$ cat src/rtl/tpu_pkg.sv
// Shared types and size helpers for the matrix-unit sequencer.
package tpu_pkg;

   typedef enum logic [1:0] {IDLE, LOAD, COMPUTE, DRAIN} state_t;

   // Operand beats per run: A and B, one element per beat.
   function automatic int load_len_f(input int n);
      return 2 * n * n;
   endfunction

   // Feed cycles needed for the last skewed element to reach the far corner.
   function automatic int t_len_f(input int n);
      return 3 * n - 2;
   endfunction

   // Host bytes per accumulator.
   function automatic int bytes_f(input int acc_w, input int bus_w);
      return acc_w / bus_w;
   endfunction

   // Select width; the extra code point N encodes a bubble.
   function automatic int sel_w_f(input int n);
      return $clog2(n + 1);
   endfunction

endpackage

$ cat src/rtl/skew_sel_gen.sv
// Maps the compute cycle counter onto diagonally skewed element selects.
// Lane i sees element t-i while that index is in range, otherwise the bubble
// code N. The same block serves A rows and B columns.
module skew_sel_gen
   import tpu_pkg::*;
#(
   parameter int N  = 2,
   parameter int SW = sel_w_f(N),
   parameter int TW = 3
) (
   input  logic          en,
   input  logic [TW-1:0] t,
   output logic [N*SW-1:0] sel
);

   logic [N-1:0][SW-1:0] lane_sel;

   for (genvar i = 0; i < N; i++) begin : g_lane
      int d;
      // Lane i lags lane 0 by i cycles; outside the window it feeds a bubble.
      always_comb begin
         d = int'(t) - i;
         lane_sel[i] = SW'(N);
         if (en && (d >= 0) && (d < N))
            lane_sel[i] = SW'(d);
      end
   end

   assign sel = lane_sel;

endmodule

$ cat src/rtl/mmu_sequencer.sv
// Sequencer for an NxN output-stationary systolic unit: byte-stream operand
// load, skewed feed control, result snapshot and byte-wise drain. A new
// operand set may load while the previous results drain.
module mmu_sequencer
   import tpu_pkg::*;
#(
   parameter int N      = 2,
   parameter int DATA_W = 8,
   parameter int ACC_W  = 16,
   parameter int BUS_W  = 8,
   localparam int SW    = sel_w_f(N),
   localparam int AW    = $clog2(2 * N * N)
) (
   input  logic                   clk,
   input  logic                   rst,
   input  logic                   in_valid,
   output logic                   in_ready,
   input  logic [BUS_W-1:0]       in_data,
   input  logic                   transpose,
   input  logic                   accumulate,
   output logic                   mem_we,
   output logic [AW-1:0]          mem_waddr,
   output logic [DATA_W-1:0]      mem_wdata,
   output logic                   array_clear,
   output logic                   array_en,
   output logic [N*SW-1:0]        a_sel,
   output logic [N*SW-1:0]        b_sel,
   output logic                   transpose_q,
   input  logic [N*N*ACC_W-1:0]   result_in,
   output logic                   out_valid,
   input  logic                   out_ready,
   output logic [BUS_W-1:0]       out_data,
   output logic                   busy,
   output logic                   done
);

   localparam int LOAD_LEN = load_len_f(N);
   localparam int T        = t_len_f(N);
   localparam int BYTES    = bytes_f(ACC_W, BUS_W);
   localparam int NB       = N * N * BYTES;
   localparam int LW       = $clog2(LOAD_LEN + 1);
   localparam int TW       = $clog2(T + 1);
   localparam int BW       = $clog2(NB);

   state_t                   state, state_nxt;
   logic [LW-1:0]            load_cnt;
   logic [TW-1:0]            t_cnt;
   logic [BW-1:0]            byte_idx;
   logic [N*N*ACC_W-1:0]     snapshot;
   logic                     load_pending, accumulate_q;
   logic                     accept, load_last, byte_fire, last_byte, entering;
   logic [NB-1:0][BUS_W-1:0] snap_bytes;

   assign accept    = in_valid && in_ready;
   assign load_last = accept && (load_cnt == LW'(LOAD_LEN - 1));
   assign byte_fire = out_valid && out_ready;
   assign last_byte = byte_fire && (byte_idx == BW'(NB - 1));
   assign entering  = (state_nxt == COMPUTE) && (state != COMPUTE);

   assign mem_we    = accept;
   assign mem_waddr = load_cnt[AW-1:0];
   assign mem_wdata = in_data;
   assign done      = last_byte;

   // State register.
   always_ff @(posedge clk) begin
      if (rst) state <= IDLE;
      else     state <= state_nxt;
   end

   // Next state; a beat landing on the final drain cycle still counts.
   always_comb begin
      state_nxt = state;
      case (state)
         IDLE:    if (accept) state_nxt = LOAD;
         LOAD:    if (load_last) state_nxt = COMPUTE;
         COMPUTE: if (t_cnt == TW'(T)) state_nxt = DRAIN;
         DRAIN:
            if (last_byte) begin
               if (load_pending || load_last)        state_nxt = COMPUTE;
               else if ((load_cnt != '0) || accept)  state_nxt = LOAD;
               else                                  state_nxt = IDLE;
            end
         default: state_nxt = IDLE;
      endcase
   end

   // Handshake and array control decoded from state.
   always_comb begin
      in_ready    = 1'b0;
      out_valid   = 1'b0;
      array_en    = 1'b0;
      array_clear = 1'b0;
      busy        = (state != IDLE);
      case (state)
         IDLE, LOAD: in_ready = 1'b1;
         COMPUTE: begin
            array_en    = (t_cnt != TW'(T));
            array_clear = (t_cnt == '0) && !accumulate_q;
         end
         DRAIN: begin
            in_ready  = (load_cnt < LW'(LOAD_LEN));
            out_valid = 1'b1;
         end
         default: ;
      endcase
   end

   // Counters, mode latches and the result snapshot.
   always_ff @(posedge clk) begin
      if (rst) begin
         load_cnt     <= '0;
         load_pending <= 1'b0;
         t_cnt        <= '0;
         byte_idx     <= '0;
         snapshot     <= '0;
         transpose_q  <= 1'b0;
         accumulate_q <= 1'b0;
      end else begin
         if (entering)    load_cnt <= '0;
         else if (accept) load_cnt <= load_cnt + LW'(1);
         load_pending <= (state == DRAIN) && (state_nxt == DRAIN) && (load_pending || load_last);
         t_cnt <= ((state == COMPUTE) && (t_cnt != TW'(T))) ? t_cnt + TW'(1) : '0;
         if (byte_fire) byte_idx <= last_byte ? '0 : byte_idx + BW'(1);
         if (entering) begin
            transpose_q  <= transpose;
            accumulate_q <= accumulate;
         end
         if ((state == COMPUTE) && (t_cnt == TW'(T))) snapshot <= result_in;
      end
   end

   // Byte view of the snapshot: element-major, MSB byte first.
   for (genvar b = 0; b < NB; b++) begin : g_byte
      assign snap_bytes[b] = snapshot[(b / BYTES) * ACC_W + (BYTES - 1 - b % BYTES) * BUS_W +: BUS_W];
   end

   assign out_data = out_valid ? snap_bytes[byte_idx] : '0;

   skew_sel_gen #(.N(N), .SW(SW), .TW(TW)) u_a_sel (.en(array_en), .t(t_cnt), .sel(a_sel));
   skew_sel_gen #(.N(N), .SW(SW), .TW(TW)) u_b_sel (.en(array_en), .t(t_cnt), .sel(b_sel));

endmodule

$ cat config.mk
export PLATFORM = sky130hd
export DESIGN_NAME = mmu_sequencer
export DESIGN_NICKNAME = d
export VERILOG_FILES = /design/src/rtl/tpu_pkg.sv /design/src/rtl/skew_sel_gen.sv /design/src/rtl/mmu_sequencer.sv
export SDC_FILE = /design/constraint.sdc
export NUM_CORES = 1
export LEC_CHECK = 0
export CAP_MARGIN = 10
export CORE_ASPECT_RATIO = 0.7
export CORE_MARGIN = 3
export CORE_UTILIZATION = 25
export DETAILED_ROUTE_END_ITERATION = 12
export PLACE_DENSITY_LB_ADDON = 0.2
export SLEW_MARGIN = 20
export SYNTH_ARGS = -nofsm -noshare
export SYNTH_HDL_FRONTEND = slang
export SYNTH_SLANG_ARGS = --single-unit
$ cat constraint.sdc
create_clock -name clk -period 2.8 [get_ports clk]
set_clock_uncertainty 0.2 [all_clocks]
set_input_delay 0.84 -clock clk [delete_from_list [all_inputs] [get_ports clk]]
set_output_delay 0.84 -clock clk [all_outputs]
set_load 0.01 [all_outputs]
# --- Word-level counts from Yosys, hierarchy flattened ---
# Cells that the tools add are included.
op_classes:
  addsub: 4
  order_cmp: 6
  eq_ne: 10
  mux: 17
  bitwise: 1
  n_reduce_logical: 24
op_table:
  columns: ["operator", "n"]
  rows:
  - ["$ge 32x1->1 const B", 1]
  - ["$lt 32x3->1 const B", 1]
  - ["$bmux 8 s3", 1]
  - ["$mux 8", 2]
  - ["$logic_and 1x1->1", 14]
  - ["$mux 2", 7]
  - ["$eq 2x2->1 const B", 4]
  - ["$pmux 2 s4", 1]
  - ["$add 3x1->3 const B", 2]
  - ["$eq 3x3->1 const B", 2]
  - ["$reduce_or 2->1", 3]
  - ["$add 4x1->4 const B", 1]
  - ["$eq 4x3->1 const B", 1]
  - ["$lt 3x4->1 const B", 1]
  - ["$lt 4x4->1 const B", 1]
  - ["$mux 1", 4]
  - ["$reduce_bool 4->1", 1]
  - ["$sub 3x1->4 const B", 1]
  - ["$ge 3x1->1 const B", 1]
  - ["$logic_not 3->1", 1]
  - ["$lt 3x2->1 const B", 1]
  - ["$mux 3", 1]
  - ["$ne 3x3->1 const B", 1]
  - ["$eq 2x1->1 const B", 1]
  - ["7 further kinds", 8]
word_totals:
  register_bits: 79
  out_inout_bits: 35
  wordCells: 70

# --- Depth between registers and ports, before layout ---
# Gate-level depths: netlist of the first run.
depth:
  depth_word: 12
  ltp_mapped: 8

# --- Modules after synthesis ---
# Synthesis of the first run repeated with hierarchy kept, for this count alone.
unflattened:
  cells_unflattened: 439
  hier_area_um2: 3711.1
modules_own_cells:
  columns: ["mod", "instances", "cells_each", "area_each_um2", "seq_area_each_um2"]
  rows:
  - ["mmu_sequencer", 1, 413, 3563.4, 1581.5]
  - ["skew_sel_gen", 2, 13, 73.8, 0.0]

# --- Worst setup path before layout of the first run ---
# No wires, ideal clock.
synth_timing:
  kind: "register to output"
  from: "register t_cnt[0]"
  to: "output b_sel[2]"
  arrival_time_ns: 1.549
  t_required_ns: 1.760
  slack_ns: 0.211
  stages_incl_launch_ff: 9
  path_buffers: 1
  path_cell_list: "dfxtp_1 -> inv_1 -> ha_1 -> nand2_1 -> nand2_1 -> inv_1 -> o211ai_1 -> nor2_1 -> buf_4"
synth_rtl:
  columns: ["item", "line", "source"]
  rows:
  - ["from (decl)", "mmu_sequencer.sv:47", "logic [TW-1:0] t_cnt;"]
  - ["from (signal assigned)", "mmu_sequencer.sv:123", "t_cnt <= ((state == COMPUTE) && (t_cnt != TW'(T))) ? t_cnt + TW'(1) : '0;"]
  - ["to (decl)", "mmu_sequencer.sv:27", "output logic [N*SW-1:0] b_sel,"]

# --- Final worst setup path of the first run ---
layout_timing:
  from: "register byte_idx[1]"
  to: "output out_data[4]"
layout_between:
  elab_chain_cells: 3
layout_rtl:
  columns: ["item", "line", "source"]
  rows:
  - ["from (decl)", "mmu_sequencer.sv:48", "logic [BW-1:0] byte_idx;"]
  - ["from (signal assigned)", "mmu_sequencer.sv:124", "if (byte_fire) byte_idx <= last_byte ? '0 : byte_idx + BW'(1);"]
  - ["$bmux 8 s3", "mmu_sequencer.sv:138", "assign out_data = out_valid ? snap_bytes[byte_idx] : '0;"]
  - ["$mux 8 (not written as such)", "mmu_sequencer.sv:138", null]
  - ["$mux 8", "mmu_sequencer.sv:138", null]
  - ["to (decl)", "mmu_sequencer.sv:32", "output logic [BUS_W-1:0] out_data,"]
# No other way between the ends. The select of a mux whose other input is x is not followed.

==> results of run 1 <==
metal layers:
layer	up-vias	GRT usage
li1	1654	-
met1	1511	0.190
met2	104	0.190
met3	6	0.0373
met4	0	0.0328
met5	-	0
state kept, by name (all words and copies together), names as in the netlist:
register and count:
load_pending 1, transpose_q 1, snapshot 64, t_cnt 3, state 2, accumulate_q 1
byte_idx 3, load_cnt 4
final timing paths:
| check | depth (start not counted) | from | end | slack, ns |
|---|---|---|---|---|
| worst max-delay path | 6 | byte_idx[1] | out_data[4] | -0.05 |
| worst min-delay path | 2 | snapshot[29] | snapshot[29] | 0.25 |
| worst max register to register | 8 | byte_idx[0] | state[0] | 0.57 |
| worst min register to register | 2 | snapshot[29] | snapshot[29] | 0.25 |
cells in the mapped netlist, drive strengths merged, types with 2 or more instances:
| cell | number | share of area |
|---|---|---|
| a211oi | 5 | 0.0099 |
| a21oi | 68 | 0.089 |
| a22oi | 2 | 0.0039 |
| and2b | 2 | 0.0046 |
| and3 | 4 | 0.0069 |
| buf | 36 | 0.071 |
| clkbuf | 9 | 0.0089 |
| dfxtp | 79 | 0.42 |
| ha | 7 | 0.023 |
| inv | 10 | 0.0099 |
| mux2i | 9 | 0.024 |
| mux4 | 16 | 0.095 |
| nand2 | 134 | 0.13 |
| nand3 | 3 | 0.0053 |
| nand4 | 2 | 0.0033 |
| nor2 | 16 | 0.016 |
| nor2b | 2 | 0.0033 |
| nor3 | 5 | 0.0066 |
| nor3b | 2 | 0.0039 |
| nor4b | 2 | 0.0062 |
| o2111ai | 2 | 0.0046 |
| o211ai | 3 | 0.0059 |
| o21ai | 3 | 0.0049 |
| o311ai | 2 | 0.0046 |
| o41a | 2 | 0.0059 |
| xnor2 | 2 | 0.0046 |
| xor2 | 2 | 0.0046 |
per-stage QoR:
step,power (W),instance area [µm²],TNS [ns],cells
2_1_floorplan,0.00123,3810,0,440
3_3_place_gp,0.00135,4890,-0.660,706
3_5_place_dp,0.00135,4890,-0.773,706
4_1_cts,0.00251,5230,-0.419,727
5_1_grt,0.00258,5190,-0.764,726
6_report,0.00248,5190,-0.171,726
timing repair:
action | 4_1_cts | 5_1_grt
endpoints found under the setup margin | 19 | 19
hold buffers | 0 | 0
buffers inserted | 4 | 1
endpoints found under the hold margin | 0 | 0
pin swaps | 3 | 7
gates cloned | 1 | 0
resized for setup | 60 | 11
kinds of logic (layout without fill, tap and decap cells):
group / Yosys count / after routing / share of synthesized area
AO/OA/AOI/OAI: 91 / 91 / 0.140
XOR/XNOR: 4 / 4 / 0.00921
adder cells (fa/ha/maj): 7 / 7 / 0.0230
buffers and inverters: 56 / 147 / 0.0911
flip-flops: 79 / 79 / 0.416
multiplexers: 25 / 25 / 0.118
AND/OR/NAND/NOR: 178 / 178 / 0.203
cell type report:
type | instances | area [µm²] | area share
flip-flops and latches | 79 | 1590 | 0.306
multi-input cells | 305 | 1890 | 0.365
clock buffers | 13 | 250 | 0.0483
inverters | 11 | 43.8 | 0.00844
well taps | 195 | 244 | 0.0470
clock inverters | 3 | 42.5 | 0.00820
repair buffers | 120 | 1130 | 0.217
tightest hold or removal path, cell delays in order (launching register included):
cell and delay, ns:
dfxtp_1 0.30, nand2_1 0.05, a21oi_1 0.05
power by group through the flow:
stage          logic (W)  clock network (W)  registers, W
6_report        0.000184            0.00115       0.00114
3_3_place_gp    0.000185                  0       0.00117
4_1_cts         0.000186            0.00119       0.00114
2_1_floorplan  0.0000659                  0       0.00117
5_1_grt         0.000199            0.00124       0.00114
3_5_place_dp    0.000185                  0       0.00117
cell usage in the layout (no fill, tap or decap), drive strengths merged, types with 3 or more instances in the layout:
master,instances
a211oi,5
a21oi,68
and3,4
buf,35
clkbuf,16
clkdlybuf4s50,74
dfxtp,79
dlygate4sd2,3
dlymetal6s2s,4
ha,7
inv,11
mux2i,9
mux4,16
nand2,134
nand3,3
nor2,16
nor3,5
o211ai,3
o21ai,3
==> results.cfg, run 1 <==
[routing]
wl_met1_mm = 5.58
vias_per_cell = 4.51
dr_wl_met2_mm = 4.57
dr.pass1.iters = 4
dr_wl_met3_um = 558
drt-total-wl_mm = 10.8
via_count = 3275
drt-wirelength-per-cell_um = 14.9
drt_iter0_drc = 160
route.antenna.remaining_nets = 0
top_layer_used = met4
drc = 0

[clocking]
cts_inserted_buffers = 9
cts-root-buf = clkbuf_16
cts_sinks = 79
cts_buffer_depth = 2
cts_tree = built
clk_latency_ns = 0.33
htreeDepth = 3
clk_transition_reported_paths_ns = 0.06

[run_status]
status = finished, violations left
violations = negative setup slack

[power]
leakagePower_nw = 1.81
ir_drop_mv = 0.299
seqPwrFrac = 0.461
power_frac_clock = 0.465
internal-power_w = 0.00197
p_sw_w = 0.000512
power.density_nw_per_um2 = 478
sw_frac_of_total = 0.207
pwr-share-comb = 0.074

[synthesis]
synth.distinct_cells = 47
synth_edf_count = 0
yosysWarnings = 0
async_flop_share = 0
synth_seq_area_share = 0.416
ys_ff_latch = 79
syn-cell-area_um2 = 3810
synth-main-ff-cell = dfxtp_1
synth_cells = 440
synth_nets = 525
synth_area_per_cell_um2 = 8.65

[global_routing]
track_usage = 0.131
grt_max_degree = 73
antenna_found_initial = 0
grt_pass1_vias = 3201
grt_overflow = 0
grt_pass1_wl_mm = 17.1

[placement]
place_hpwl_mm = 8.07
io_buffer_count = 96
pre_cts_slack_ns = -0.241
place.gp.congestion = 0.850

[floorplan]
start_util = 0.257
die_h_um = 109
fp-row-count = 37
num_io_pins = 113
core_um2 = 14800
die_area_um2 = 16800
die_x_um = 153

[sta]
tightest_slew_ns = 0.455
hold_violations = 0
period_minus_slack_ns = 2.85
slew_violations = 0
slew_headroom = 0.697
setup_slack_ns = -0.0545
setup_viol = 4
fmax_mhz = 350
rsz0062_at_grt = true
fin_crit_sh = 1.02
whs_ns = 0.251

[worst_setup_path]
max_stage_delay_ns = 0.53
crit_type = flop to output pin
worstSetupEndpointType = output pin
cp.arrival_ns = 1.81
crit_slowest_cell = mux4_2
crit_family = multiplexers
crit_buf_inv = 3
crit_chain = buf_12, buf_6, mux4_2, mux2i_1, nor2_1, buf_2
start_kind = flop
cp.required_ns = 1.76
critPathMaxFanout = 5

[cells_and_area]
antenna_cells = 0
final_layout_size_suffix_gt1_frac = 0.162
fin_util = 0.350
nets = 611
syn2layout_area_growth_pct = 36.3
nFillCells = 1551

[min_path]
min_path_type = flop to flop

[job]
drv_cap = 0
(Power assumes the default switching activity.)
==> run 2: changes to the inputs <==
Settings changed: CORE_UTILIZATION 25 to 47.
==> results.cfg, run 2 (synthesis gave the netlist of run 1 again) <==
[sta]
hold_violations = 0
tightest_slew_ns = 0.635
setup_slack_ns = -0.170
period_minus_slack_ns = 2.97
slew_violations = 0
slew_headroom = 0.577
setup_viol = 8
fin_crit_sh = 1.06
rsz0062_at_grt = true
fmax_mhz = 337

[global_routing]
grt_overflow = 0
track_usage = 0.220
grt_pass1_vias = 3232
grt_max_degree = 76
grt_pass1_wl_mm = 16.0
antenna_found_initial = 0

[routing]
route.antenna.remaining_nets = 0
dr.pass1.iters = 5
via_count = 3356
drt_iter0_drc = 346
drt-total-wl_mm = 10.0
vias_per_cell = 5.29
drt-wirelength-per-cell_um = 15.8
drc = 0

[power]
power.density_nw_per_um2 = 516
leakagePower_nw = 1.86
totalPowerFinal_w = 0.00269
seqPwrFrac = 0.425
pwr-share-comb = 0.067
internal-power_w = 0.00214
p_sw_w = 0.000550
power_frac_clock = 0.508
ir_drop_mv = 0.330
sw_frac_of_total = 0.205

[clocking]
cts_inserted_buffers = 9
clk_latency_ns = 0.33
cts_buffer_depth = 2
htreeDepth = 3
cts_tree = built
clk_transition_reported_paths_ns = 0.06
cts_hold_buf = 0
cts-root-buf = clkbuf_16
cts_sinks = 79

[cells_and_area]
largest_reg_flops = 64
final_common_cell = nand2_1
syn2layout_area_growth_pct = 36.8
antenna_cells = 0
reg.largest.list = snapshot (64), load_cnt (4)
largest-register = snapshot
final_cell_mix = 132 x nand2_1, 75 x dfxtp_1, 74 x clkdlybuf4s50_1
nets = 616
nFillCells = 593
final_layout_size_suffix_gt1_frac = 0.181
fin_cells = 634

[min_path]
min_path_cells = 2
min_path_type = flop to flop

[worst_setup_path]
max_stage_delay_ns = 0.50
timing.critical_path.mode_cell = buf_12
crit_chain = buf_12, buf_12, buf_4, mux4_2, mux2i_2, nor2_1, buf_2
cp.required_ns = 1.76
start_kind = flop
crit_slowest_cell = mux4_2
cp.arrival_ns = 1.93
critPathMaxFanout = 7
r2r.worst_path.cells = 9
worstSetupEndpointType = output pin
crit_type = flop to output pin

[floorplan]
die_h_um = 81.3
die_x_um = 114
die_area_um2 = 9230
core_um2 = 7580
fp-row-count = 26
start_util = 0.502
num_io_pins = 113

[placement]
place_hpwl_mm = 6.83
io_buffer_count = 96
place.gp.congestion = 0.797
place_inst = 608

[job]
drv_cap = 0

[run_status]
violations = negative setup slack
status = finished, violations left
[run 2: cell types whose count changed in the layout (fill, tap and decap cells not counted), sizes merged]
cell | before | now
buf | 35 | 40
clkbuf | 16 | 12
bufinv | 1 | 3
inv | 11 | 13
clkinv | 1 | 2
clkinvlp | 1 | 0
dlygate4sd2 | 3 | 4
dlymetal6s2s | 4 | 3
[run 2: critical path, delay by kind of cell, from the launching register on]
kind | cells | cell delay, ns
flip-flops | 1 | 0.38
AND/OR/NAND/NOR | 1 | 0.07
buffers and inverters | 4 | 0.47
multiplexers | 2 | 0.68
[run 2: stage by stage]
step                      setup TNS, ns   util  hold slack, ns  area, µm²  worst slack (ns)
after floorplan                       0      -           0.233       3810             0.211
after global placement           -0.571  0.629           0.239       4760            -0.275
after detailed placement         -0.656  0.629           0.247       4760            -0.289
after CTS                        -0.567  0.681           0.255       5160            -0.186
after global routing              -1.39  0.687           0.267       5200            -0.227
final                            -0.834  0.687           0.254       5200            -0.170
[run 2: final timing paths]
check,from,end,slack [ns]
hold / removal,snapshot[23],snapshot[23],0.25
hold reg to reg,snapshot[23],snapshot[23],0.25
setup / recovery,byte_idx[1],out_data[1],-0.17
setup reg to reg,byte_idx[1],load_cnt[0],0.53
[run 2: what timing repair did]
action,4_1_cts,5_1_grt
pin swaps,2,6
setup buffers,5,4
gates resized for setup,56,17
gates cloned,1,0
setup endpoints to repair,19,18
[run 2: layout make-up]
type	count	area, µm²	area share
Timing Repair Buffer	125	1200	0.231
Clock buffer	9	225	0.0433
Clock inverter	7	128	0.0245
Tap cell	98	123	0.0236
Inverter	11	42.5	0.00817
Sequential cell	79	1590	0.305
Multi-Input combinational cell	305	1890	0.364
[run 2: power groups by stage]
| stage | clock network (W) | registers, W | logic, W |
|---|---|---|---|
| after floorplan | 0 | 0.00117 | 0.0000659 |
| after global placement | 0 | 0.00117 | 0.000179 |
| after detailed placement | 0 | 0.00117 | 0.000180 |
| after CTS | 0.00138 | 0.00114 | 0.000181 |
| after global routing | 0.00143 | 0.00114 | 0.000193 |
| final | 0.00136 | 0.00114 | 0.000181 |
[run 2: per-layer routing]
layer | wire [µm] | share of wire | up-vias | track usage
met3 | 747 | 0.074 | 9 | 0.0625
met1 | 4610 | 0.46 | 1559 | 0.301
li1 | - | - | 1665 | -
met4 | 86 | 0.0086 | 0 | 0.0612
met2 | 4600 | 0.46 | 123 | 0.343
met5 | 0 | 0 | - | 0
==> run 3: changes to the inputs <==
Settings changed: CORE_MARGIN 3 to 4, CORE_UTILIZATION 47 to 55, DONT_BUFFER_PORTS from default to 1.
==> results.cfg, run 3 (synthesis gave the netlist of run 1 again) <==
[run_status]
status = finished, final reports clean

[cells_and_area]
largest-register = snapshot
final_cell_mix = 132 x nand2_1, 76 x dfxtp_1, 68 x a21oi_1
final_layout_size_suffix_gt1_frac = 0.158
final_common_cell = nand2_1
antenna_cells = 0
fin_util = 0.590
largest_reg_flops = 64
nFillCells = 615
syn2layout_area_growth_pct = 4.17
nets = 505
reg.largest.list = snapshot (64), load_cnt (4)
finish.instance_area_um2 = 3970

[clocking]
cts_tree = built
cts_hold_buf = 0
cts-root-buf = clkbuf_8
cts_sinks = 79
cts_inserted_buffers = 9
htreeDepth = 3
cts_buffer_depth = 2
clk_latency_ns = 0.34
clk_transition_reported_paths_ns = 0.08

[worst_setup_path]
critPathMaxFanout = 5
cp.required_ns = 1.76
cp.arrival_ns = 1.69
r2r.worst_path.cells = 7
start_kind = flop
r2r_start = byte_idx[0]
worstSetupEndpointType = output pin
critPathLaunch = byte_idx[1]
r2r_slack_ns = 0.65
crit_type = flop to output pin
r2r_end = accumulate_q

[sta]
period_minus_slack_ns = 2.73
slew_violations = 0
hold_violations = 0
fmax_mhz = 367
slew_headroom = 0.574
fin_crit_sh = 0.974
setup_viol = 0
setup_slack_ns = 0.0731
tightest_slew_ns = 0.638
tns_ns = 0

[floorplan]
fp-row-count = 25
die_area_um2 = 8340
core_um2 = 6730
num_io_pins = 113
start_util = 0.566
die_h_um = 77.6
die_x_um = 107

[routing]
via_count = 2897
drt_iter0_drc = 191
vias_per_cell = 5.58
drt-wirelength-per-cell_um = 17.0
drc = 0
route.antenna.remaining_nets = 0
dr.pass1.iters = 4
drt-total-wl_mm = 8.83

[power]
power.density_nw_per_um2 = 507
ir_drop_mv = 0.296
leakagePower_nw = 1.27

[global_routing]
grt_pass1_vias = 2839
antenna_found_initial = 0
track_usage = 0.212
grt_max_degree = 82
grt_pass1_wl_mm = 14.0
grt_overflow = 0

[min_path]
min-delay-start = t_cnt[0]
min_path_type = flop to flop
min_path_cells = 1
holdPathEnd = t_cnt[0]

[job]
drv_cap = 0

[placement]
place_hpwl_mm = 6.25
pre_cts_slack_ns = 0.291
io_buffer_count = 0
post_dp_cell_area_um2 = 3710
place.gp.congestion = 0.828
[run 3: cell types whose count changed in the layout (fill, tap and decap cells not counted), sizes merged]
cell / change
buf: -26
clkdlybuf4s50: -74
dlymetal6s2s: -3
bufinv: -2
clkbuf: -3
inv: -2
clkinv: +2
clkinvlp: +2
dlygate4sd2: -4
clkdlybuf4s15: -1
[run 3: through the flow]
stage                     power (W)  std cells  hold slack (ns)
after floorplan             0.00123        440            0.233
after global placement      0.00121        501            0.234
after detailed placement    0.00121        501            0.239
after CTS                   0.00203        517            0.250
after global routing        0.00209        519            0.261
final                       0.00201        519            0.241
[run 3: metal layers]
metal	global-route usage	part of all wire
met5	0	0
met4	0.0492	0.0044
met3	0.0732	0.11
met2	0.310	0.44
met1	0.304	0.45
[run 3: cell type report]
class | instances | area (µm²) | share of cell area
clock buffers | 9 | 124 | 0.0312
clock inverters | 7 | 72.6 | 0.0183
inverters | 11 | 41.3 | 0.0104
multi-input cells | 305 | 1910 | 0.481
flip-flops and latches | 79 | 1590 | 0.400
well taps | 94 | 118 | 0.0297
repair buffers | 14 | 114 | 0.0287
[run 3: report_power, final]
part	leakage (nW)	total [W]	internal, W	switching, W
clock	0.0956	0.000828	0.000413	0.000415
combinational	0.538	0.0000401	0.0000195	0.0000206
sequential	0.639	0.00114	0.00113	0.0000117
total	1.27	0.00201	0.00156	0.000447
[run 3: how the worst max path moves through the flow]
stage                  end  slack [ns]  cells past startpoint
6_report       out_data[3]        0.07                      4
3_5_place_dp      a_sel[2]        0.29                      8
2_1_floorplan     b_sel[2]        0.21                      8
4_1_cts           a_sel[2]       0.001                      8
5_1_grt           a_sel[2]      -0.005                      8
3_3_place_gp      a_sel[2]        0.34                      8
[run 3: worst max-delay path, stage by stage, from the launching register on]
cell	delay (ns)
dfxtp_4	0.38
buf_8	0.14
mux4_2	0.55
mux2i_1	0.17
nor2_1	0.11
[run 3: timing repair]
action                     CTS  global route
setup endpoints to repair    5            15
cloned                       0             2
gates resized for setup      3            13
setup buffers                0             0
==> variant 1: new RTL, config.mk and constraints of run 1 <==
Encoding of `state_t`: now one-hot (4 bits for 4 states).
--- a/src/rtl/tpu_pkg.sv
+++ b/src/rtl/tpu_pkg.sv
@@ -1,7 +1,7 @@
 // Shared types and size helpers for the matrix-unit sequencer.
 package tpu_pkg;
 
-   typedef enum logic [1:0] {IDLE, LOAD, COMPUTE, DRAIN} state_t;
+   typedef enum logic [3:0] {IDLE = 4'b0001, LOAD = 4'b0010, COMPUTE = 4'b0100, DRAIN = 4'b1000} state_t;
 
    // Operand beats per run: A and B, one element per beat.
    function automatic int load_len_f(input int n);
Behaviour: no difference found for any inputs over 10 cycles, from zero or initial values and one cycle with rst high; not proved beyond that.
==> variant 1 against run 1 <==
  * The flow still finishes with violations (setup timing)
  * Cell area rose by 8.8%
  * Cell count rose by 4.3%
  * Worst setup slack got worse by 67 ps
  * Total power rose by 5.8%
  * Global-route usage rose by 0.22 points
  * Area after synthesis rose by 2.0%
  * Routed wire length rose by 2.1%
  * Core utilization rose by 2.7 points
  * Sequential cell count rose by 2
  * Non-clock buffer count rose by 19
  * Critical endpoint is now b_sel[2]
==> variant 1: results (changes against run 1) <==
Worst Reg-to-Reg Cells: 9 (+1)
CLK BUF: 11 (-2)
Slowest-stage cell, CP: or4b_4
Multi-input gate area: 2050 µm² (+8.3%)
share of post-route cells with drive strength above 1: 22.2% (+6.0 points)
Layout area overhead: 45.3%
register share of total power: 44.6% (-1.5 points)
xor/xnor share of the synthesized area: 0.677% (-0.24 points)
post-synthesis compound-gate area fraction: 11.8% (-2.2 points)
Data buffer area share: 24.3% (+2.5 points)
Psw: 587 µW (+15%)
RR Endpoint: accumulate_q
HP Start: snapshot[49]
first-pass GRT wire length: 17.8 mm (+4.4%)
DRT iter0 DRCs: 168 (+5.0%)
Pleak: 0.00195 µW (+7.8%)
R2R Setup Slk: 500 ps (-70 ps)
peak supply drop: 364 µV (+22%)
hold worst-path end: snapshot[49]
Setup TNS: -1130 ps (-955 ps)
Adder-Cell Fraction of Synth Area: 2.26% (-0.046 points)
commonest cells in the netlist: nand2_1, dfxtp_1, a21oi_1, mux4_2, nor2_1
outcome: finished, violations left
clk tree area frac: 5.41% (-0.23 points)
final setup violating endpoints: 14 (+10)
# resized after CTS: 117 (+95%)
post-synthesis mux area share: 12.1% (+0.28 points)
synthesized net count: 538 (+2.5%)
Synth cell types: 43 (-8.5%)
post-placement cell count: 727 (+3.0%)
Seq cells: 81 (+2.5%)
multi-input gates: 316 (+3.6%)
CP Max Fanout: 4 (-1)
WHS: 253 ps (+2.66 ps)
final std cells w/o fill: 757 (+4.3%)
pin count of the biggest net entering global routing: 66 (-9.6%)
Nets: 642 (+5.1%)
mean cell area of the mapped netlist: 8.57 µm² (-0.89%)
Synth area leaders: dfxtp_1, nand2_1, mux4_2, a21oi_1, buf_4
dpl ws: -339 ps (-97.3 ps)
GRT Util Overall: 13.3% (+0.22 points)
Worst Path Arrival: 1880 ps (+70 ps)
vias per cell: 4.57 (+1.3%)
FF-to-FF Start: state[0]
Filler Cells Inserted: 1518 (-2.1%)
Worst Tran Pin Value: 682 ps (+226 ps)
largest delay contributor family on the critical path: simple AND/OR/NAND/NOR gates
DP HPWL: 7.80 mm (-3.4%)
Regs by FF count: snapshot x64, load_cnt x4, state x4
Clock Power: 1200 µW (+4%)
ys async rst share: 0% (unchanged)
routability cong.: 0.778 (-8.5%)
Setup WS post-layout: -122 ps (-67.2 ps)
Worst path max stage delay: 540 ps
failing checks: setup timing
Area after DPL: 5060 µm² (+3.5%)
Seq/Total Area, Yosys: 41.8% (+0.20 points)
wire per inst: 14.6 µm (-2.0%)
variant 1: cell count changes in the layout (fill, tap and decap cells not counted), moves of 4 or more:
cell / change
buf_6: +19
buf_4: +7
nand2_1: +6
nor2_1: -6
buf_12: +4
dlymetal6s2s_1: -4
nand2b_1: +4
nor2_4: +4
variant 1: worst max-delay path by stage:
stage / cells past startpoint / slack [ps] / to / start
2_1_floorplan: 7 / -10 / b_sel[2] / state[0]
3_3_place_gp: 4 / -320 / mem_we / in_valid
3_5_place_dp: 4 / -340 / done / out_ready
4_1_cts: 4 / -150 / b_sel[0] / state[1]
5_1_grt: 6 / -180 / b_sel[2] / state[1]
6_report: 6 / -120 / b_sel[2] / state[1]
variant 1: per-layer routing:
layer | track usage [%] | routed length (µm) | up-vias
li1 | - | - | 1733
met1 | 17.8 | 5220 | 1638
met2 | 21.0 | 5140 | 77
met3 | 3.78 | 541 | 12
met4 | 3.91 | 123 | 0
met5 | 0 | 0 | -
==> variant 2: new RTL, settings of run 1 <==
Made on the original files. Reset style: asynchronous (`rst`), changed in 2 clocked blocks.
--- a/src/rtl/mmu_sequencer.sv
+++ b/src/rtl/mmu_sequencer.sv
@@ -63,7 +63,7 @@
    assign done      = last_byte;
 
    // State register.
-   always_ff @(posedge clk) begin
+   always_ff @(posedge clk or posedge rst) begin
       if (rst) state <= IDLE;
       else     state <= state_nxt;
    end
@@ -107,7 +107,7 @@
    end
 
    // Counters, mode latches and the result snapshot.
-   always_ff @(posedge clk) begin
+   always_ff @(posedge clk or posedge rst) begin
       if (rst) begin
          load_cnt     <= '0;
          load_pending <= 1'b0;
Check against the original RTL: differs if rst is asserted again (counterexample within 4 cycles, from zero or initial values and one cycle with rst high); with rst held inactive, the same outputs for 10 cycles.
==> variant 2 against run 1 <==
  * The run still ends with setup timing left
  * Critical path depth is 1 lower
  * Core utilization is 2.0 points higher
  * Routed wire length is 13% lower
  * Sequential cell count stayed put
  * Cell count is 18% lower
  * Area after synthesis is 1.6% higher
  * Non-clock buffer count is 14 higher
  * Global-route usage is 1.2 points lower
  * Cell area is 6.5% higher
  * Fmax is 0.53% lower
  * Worst setup slack worse by 15 ps
  * Largest cell class is now sequential cells
Power is not compared: it rests on default switching activity, and its combinational part moved more than twofold at a synthesized area within 25%.
==> variant 2: results (changes against run 1) <==
Final Max Slew Viols: 0 (unchanged)
DP HPWL: 6.87 mm (-15%)
Reg clk slew, reported paths: 60 ps (about the same)
routed wl met2: 4.23 mm (-7.4%)
first-pass GRT wire length: 15.5 mm (-9.2%)
Seq/Total Area, Yosys: 51.1% (+9.5 points)
number of synthesized flops with an enable pin: 0 (unchanged)
FF-to-FF Start: byte_idx[1]
CP endpoint: out_data[1]
Critical Path Start: byte_idx[0]
synthesized net count: 363 (-31%)
Synth cell types: 34 (-28%)
vias per cell: 4.32 (-4.3%)
metal3 WL: 517 µm (-7.3%)
final setup violating endpoints: 3 (-1)
WHS: 289 ps (+37.7 ps)
Rel. slew slack: 63.6% (-6.1 points)
Worst path max stage delay: 500 ps (-30 ps)
Setup TNS: -114 ps (+57.0 ps)
Hold Path Stages: 1 (-1)
CP Max Fanout: 7 (+2)
Pleak: 0.00236 µW
Setup WS post-layout: -69.8 ps (-15.3 ps)
initial antenna violation count: 0 (unchanged)
share of post-route cells with drive strength above 1: 39.8% (+24 points)
pin count of the biggest net entering global routing: 36 (-51%)
Clk Latency, worst-skew pair: 330 ps (about the same)
Hold Crit Class: flop to flop
n_diodes: 0 (unchanged)
Nets: 479 (-22%)
Routed met1 length: 4.47 mm (-20%)
Synth Warn #: 0 (unchanged)
Slowest-stage cell, CP: mux4_2
failing checks: setup timing
routability cong.: 0.836 (-1.7%)
WL final: 9.38 mm (-13%)
Filler Cells Inserted: 1459 (-5.9%)
kind of critical path: flop to output pin
RR Endpoint: accumulate_q
Worst Reg-to-Reg Cells: 9 (+1)
CTS Buffer Depth: 2 (unchanged)
Synth area leaders: dfrtp_1, mux2_2, mux4_2, buf_4, ha_1
vias in the first global route: 2856 (-11%)
ys async rst share: 100% (+100 points)
R2R Setup Slk: 610 ps (+40 ps)
DRT iter0 DRCs: 100 (-38%)
outcome: finished, violations left
GRT Util Overall: 11.8% (-1.2 points)
Worst Path Arrival: 1830 ps (+20 ps)
commonest cells in the netlist: dfrtp_1, mux2_2, buf_4, mux4_2, nand2_1
Root Driver: clkbuf_16
variant 2: cell count changes in the layout (fill, tap and decap cells not counted), sizes merged, moves of 7 or more:
cell          run 1  this run
a22o              1         8
buf              35        52
dfrtp             0        79
a21oi            68         5
mux2i             9         1
dfxtp            79         0
nand2           134        16
mux2              0        66
variant 2: layout make-up:
type / instances / area, µm² / area share, %
clock buffer: 12 / 246 / 4.46
clock inverter: 4 / 45.0 / 0.816
inverter: 9 / 37.5 / 0.680
multi-input combinational: 161 / 1700 / 30.7
sequential: 79 / 1980 / 35.8
tap: 195 / 244 / 4.42
timing repair buffer: 134 / 1280 / 23.1
variant 2: where the power goes:
part           internal [µW]  switching (µW)  leakage (µW)
logic                    890             661       0.00129
registers               1270             101      0.000932
clock network            711             446      0.000146
total                   2870            1210       0.00236
variant 2: repair_timing:
item                       4_1_cts  5_1_grt
cloned                           0        0
resized for setup               76       11
setup endpoints to repair       20       15
pin swaps                        7        4
setup buffers                    9        2
variant 2: worst min-delay path by stage:
stage	start	endpoint
finish	snapshot[23]	snapshot[23]
global route	snapshot[41]	snapshot[41]
CTS	snapshot[50]	snapshot[50]
detailed placement	snapshot[50]	snapshot[50]
global placement	snapshot[50]	snapshot[50]
floorplan	snapshot[23]	snapshot[23]
variant 2: critical path: cells and delay by family, from the launching register on:
family / cells / cell delay, ps
multiplexers: 1 / 500
buffers and inverters: 3 / 370
flip-flops: 1 / 360
AO/OA/AOI/OAI: 1 / 250
variant 2: metal layers:
metal  vias up  track usage, %
met5         -               0
met4         0            4.28
met3        12            3.86
met2        73            18.2
met1      1262            15.7
li1       1217               -
variant 2: metrics by stage:
stage	cells	area [µm²]	setup WS (ps)	total power, µW
after floorplan	278	3870	125	2210
after global placement	570	5160	-404	2890
after detailed placement	570	5160	-378	2900
after CTS	593	5490	-146	4160
after global routing	594	5520	-141	4350
final	594	5520	-69.8	4080
variant 2: cells by family after synthesis:
family | after synthesis | share of synthesized area, %
mux | 83 | 28.8
flops | 79 | 51.1
simple gates | 42 | 5.63
buf+inv | 38 | 6.53
compound gates | 25 | 4.79
fa+ha+maj | 7 | 2.26
xor+xnor | 4 | 0.905
